==> config.mk <==
export PLATFORM = sky130hd
export DESIGN_NAME = bitwise_lu
export DESIGN_NICKNAME = d
export VERILOG_FILES = /design/src/rtl/bitwise_lu.sv
export SDC_FILE = /design/constraint.sdc
export NUM_CORES = 1
export LEC_CHECK = 0
export BUFFER_PORTS_ARGS = -buffer_cell sky130_fd_sc_hd__clkbuf_2
export CORE_MARGIN = 2
export CORE_UTILIZATION = 35
export DETAILED_ROUTE_END_ITERATION = 10
export GPL_TIMING_DRIVEN = 0
export SYNTH_ARGS = -nofsm -noshare
export SYNTH_HDL_FRONTEND = slang
export SYNTH_SLANG_ARGS = --single-unit
==> constraint.sdc <==
create_clock -name clk -period 1.48 [get_ports clk]
set_input_delay 0 -clock clk [delete_from_list [all_inputs] [get_ports clk]]
set_output_delay 0 -clock clk [all_outputs]
set_load 0.03 [all_outputs]
==> src/rtl/bitwise_lu.sv <==
// bitwise_lu: pipelined eight-operation bitwise logic unit with valid/ready handshakes,
// zero flag and output transfer counter.
module bitwise_lu #(
    parameter int WIDTH  = 8,
    parameter int STAGES = 2
) (
    input  logic             clk,
    input  logic             rst,
    input  logic             in_valid,
    output logic             in_ready,
    input  logic [WIDTH-1:0] a,
    input  logic [WIDTH-1:0] b,
    input  logic [2:0]       op,
    output logic             out_valid,
    input  logic             out_ready,
    output logic [WIDTH-1:0] y,
    output logic             zero,
    output logic [15:0]      out_count
);
    logic [STAGES-1:0] r_v;
    logic [STAGES-1:0] r_z;
    logic [WIDTH-1:0]  r_d [STAGES];
    logic [15:0]       r_cnt;
    logic [STAGES-1:0] w_rdy;
    logic [STAGES-1:0] w_uv;
    logic [STAGES-1:0] w_uz;
    logic [WIDTH-1:0]  w_ud [STAGES];
    logic [WIDTH-1:0]  w_res;

    always_comb begin
        case (op)
            3'd0:    w_res = ~a;
            3'd1:    w_res = a & b;
            3'd2:    w_res = a | b;
            3'd3:    w_res = a ^ b;
            3'd4:    w_res = ~(a & b);
            3'd5:    w_res = ~(a | b);
            3'd6:    w_res = ~(a ^ b);
            default: w_res = a;
        endcase
    end

    // A stage may load whenever the consumer takes data or any stage from here down is empty.
    for (genvar i = 0; i < STAGES; i++) begin : g_st
        assign w_rdy[i] = out_ready | ~&r_v[STAGES-1:i];
        if (i == 0) begin : g_in
            assign w_uv[0] = in_valid;
            assign w_ud[0] = w_res;
            assign w_uz[0] = ~|w_res;
        end else begin : g_mv
            assign w_uv[i] = r_v[i-1];
            assign w_ud[i] = r_d[i-1];
            assign w_uz[i] = r_z[i-1];
        end
        always_ff @(posedge clk) begin
            if (rst) begin
                r_v[i] <= 1'b0;
                r_d[i] <= '0;
                r_z[i] <= 1'b1;
            end else if (w_rdy[i]) begin
                r_v[i] <= w_uv[i];
                if (w_uv[i]) begin
                    r_d[i] <= w_ud[i];
                    r_z[i] <= w_uz[i];
                end
            end
        end
    end

    always_ff @(posedge clk) begin
        if (rst)
            r_cnt <= '0;
        else
            r_cnt <= r_cnt + 16'(out_valid & out_ready);
    end

    assign in_ready  = w_rdy[0] & ~rst;
    assign out_valid = r_v[STAGES-1];
    assign y         = r_d[STAGES-1];
    assign zero      = r_z[STAGES-1];
    assign out_count = r_cnt;
endmodule

==> qor.yml <==
ys_seq_area_share_pct: 37.3
synth_top_area_share_pct: 20.4
p_int_mw: 1.60
cellLeakagePower_nw: 1.30
synth.largest_area_cell: "edfxtp_1"
fillers: 623
cts_buffers: 5
fin_nets: 363
gr-total-overflow: 0
violations: "hold timing, setup timing"
area_growth_pct: 23.9
switchingPower_uw: 606
setup_ws_ns: -0.0911
maxCapViolCount: 0
avgRoutedWirePerCell_um: 12.6
rrSetupSlack_ns: -0.09
hold_viol: 1
status: "finished with violations"
dr.first_iter.drc_count: 103
placed_cells: 387
synth_edf_count: 16
cp-start-kind: "flop"
clock_latency_ns: 0.28
critPathSlowestCell: "dfxtp_4"
crit_type: "reg2reg"
tightest_slew_ns: 0.513
yosysUniqueCellTypes: 54
ff2ff_path_depth: 8
clock_skew_ns: 0.00989
track_usage_pct: 14.0
path_cells: "inv_2 > nor2_2 > ha_2 > and3_4 > and2_4 > nand3_4 > or3_1 > a21oi_1"
antenna_found_initial: 0
synth_cells: 262
r2r-start: "out_valid$_SDFFE_PP0N_"
htreeDepth: 2
io_pins: 50
syn_nets: 303
yosysWarnings: 0
core_mm2: 0.00642
grt_pass1_vias: 1848
final_cell_mix: "48 x clkbuf_2, 30 x nor2_1, 19 x inv_1"
die_x_um: 86.1
seqPwrFrac_pct: 49.5
row_count: 29
start_util_pct: 36.7
die_h_um: 86.1
critPathRequiredTime_ns: 1.70
max_freq_ghz: 0.637
min-delay-path-class: "in2reg"
fin_hold_ws_ns: -0.0181
insertedDiodeCount: 0
setup_viol: 6
drc: 0
pwr-share-clk_pct: 29.6
routed_wl_um: 5030
route.antenna.remaining_nets: 0
drive_above_1_share_pct: 29.1
swShare_pct: 27.5
cp_max_fo: 5
postLayoutCoreUtil_pct: 45.5
critPathBufInv: 1
final_common_cell: "clkbuf_2"
crit_arrival_ns: 1.79
tritoncts: "done"
slew_headroom_pct: 65.4
avgSynthCellArea_um2: 9.01
crit_path_start: "out_valid$_SDFFE_PP0N_"
synthFlopType: "dfxtp_1"
place.gp.congestion: 0.798
max_stage_delay_ns: 0.35
rsz0062_at_grt: "yes"
netlist_area_mm2: 0.00236
ir_worst_vdd_mv: 0.250
finalSetupTns_ns: -0.325
yosys_register_bits: 36
io_buffer_count: 48
vias_per_cell: 5.04
fin_crit_sh_pct: 106
clk_pin_slew_ns: 0.07
synth.area.top_cells: "edfxtp_1 20%, dfxtp_1 17%, ha_1 9.5%, nor2_1 5.1%, mux2i_1 4.7%"
grt_max_degree: 12
dp_worst_setup_slack_ns: -0.199
fin_cells: 400
synthArstFlopShare_pct: 0
path_delay_family: "simple AND/OR/NAND/NOR gates"
firstDrtPassIters: 4
fin_crit_ns: 1.57
cp-end-kind: "flop"
combPwrFrac_pct: 20.9
dpl-instance-area_mm2: 0.00275
power_mw: 2.20
clockRootBuffer: "clkbuf_8"
r2r_end: "out_count[15]$_SDFF_PP0_"
grt_pass1_wl_um: 8500
crit_path_end: "out_count[15]$_SDFF_PP0_"
hpwl_um: 3910
dieArea_mm2: 0.00741
post-route-cell-area_mm2: 0.00292
final_max_slew_viol_count: 0
vias: 2014
crit_cells: 8
cellPowerDensity_mw_per_mm2: 754
clock-sinks: 36
cts_max_path_buffers: 2
[logic make-up after synthesis]
logic type	synth area share, %
buf+inv	6.57
simple gates	22.3
fa+ha+maj	9.54
mux	5.62
compound gates	14.2
flops	37.3
xor+xnor	4.45
[worst register-to-register path: cells and delay by family, from the launching register on]
kind,cells,cell delay [ns]
adders and majority gates,1,0.18
DFF,1,0.35
and+or+nand+nor,5,0.82
AOI/OAI and AO/OA,1,0.12
buffers and inverters,1,0.04
[power groups by stage]
stage | sequential, mW | clock, mW | combinational [mW]
floorplan | 1.15 | 0 | 0.274
global placement | 1.11 | 0 | 0.432
detailed placement | 1.12 | 0 | 0.440
CTS | 1.09 | 0.678 | 0.451
global route | 1.10 | 0.715 | 0.512
finish | 1.09 | 0.651 | 0.460
[worst min path at each step]
stage / start / endpoint / cells past startpoint
finish: rst / out_count[1]$_SDFF_PP0_ / 2
global route: rst / out_count[1]$_SDFF_PP0_ / 2
CTS: rst / out_count[0]$_SDFF_PP0_ / 2
detailed placement: rst / out_count[0]$_SDFF_PP0_ / 2
global placement: rst / out_count[0]$_SDFF_PP0_ / 2
floorplan: rst / out_count[0]$_SDFF_PP0_ / 1
[synthesized netlist by cell type (7+ instances only)]
cell      count
nor2_1       32
dfxtp_1      20
inv_1        20
ha_1         18
edfxtp_1     16
nand2_1      12
and2_1       11
mux2i_1      11
nand3_1      10
o21ai_0      10
a21oi_1       9
buf_2         7
[cell type report]
cell class                 instances  area, um^2  share of cell area, %
multi-input combinational        191        1420                   48.5
timing repair buffer              54         290                   9.93
sequential                        36         887                   30.3
inverter                          21        78.8                   2.70
tap                               77        96.3                   3.29
buffer                            13        72.6                   2.48
clock buffer                       7        76.3                   2.61
clock inverter                     1        5.00                  0.171
[routing by layer]
| layer | wire length [um] | share of wire, % | vias to the layer above | track usage [%] |
|---|---|---|---|---|
| met5 | 0 | 0 | - | 0 |
| met4 | 51 | 1.0 | 0 | 3.90 |
| met3 | 174 | 3.5 | 5 | 2.21 |
| met2 | 2340 | 46 | 42 | 23.3 |
| met1 | 2470 | 49 | 926 | 18.8 |
| li1 | - | - | 1041 | - |
[registers in the layout (all words and copies together), names as in the netlist]
name	count
r_d	16
out_valid	1
r_v	1
out_count	16
r_z	1
zero	1
[what timing repair did]
| item | 4_1_cts | 5_1_grt |
|---|---|---|
| hold endpoints to repair | 3 | 1 |
| setup endpoints to repair | 11 | 12 |
| gates resized for setup | 4 | 7 |
| hold buffers | 1 | 1 |
| pin swaps | 5 | 2 |
| buffers inserted | 2 | 2 |
Power figures use the tool's default switching activity.
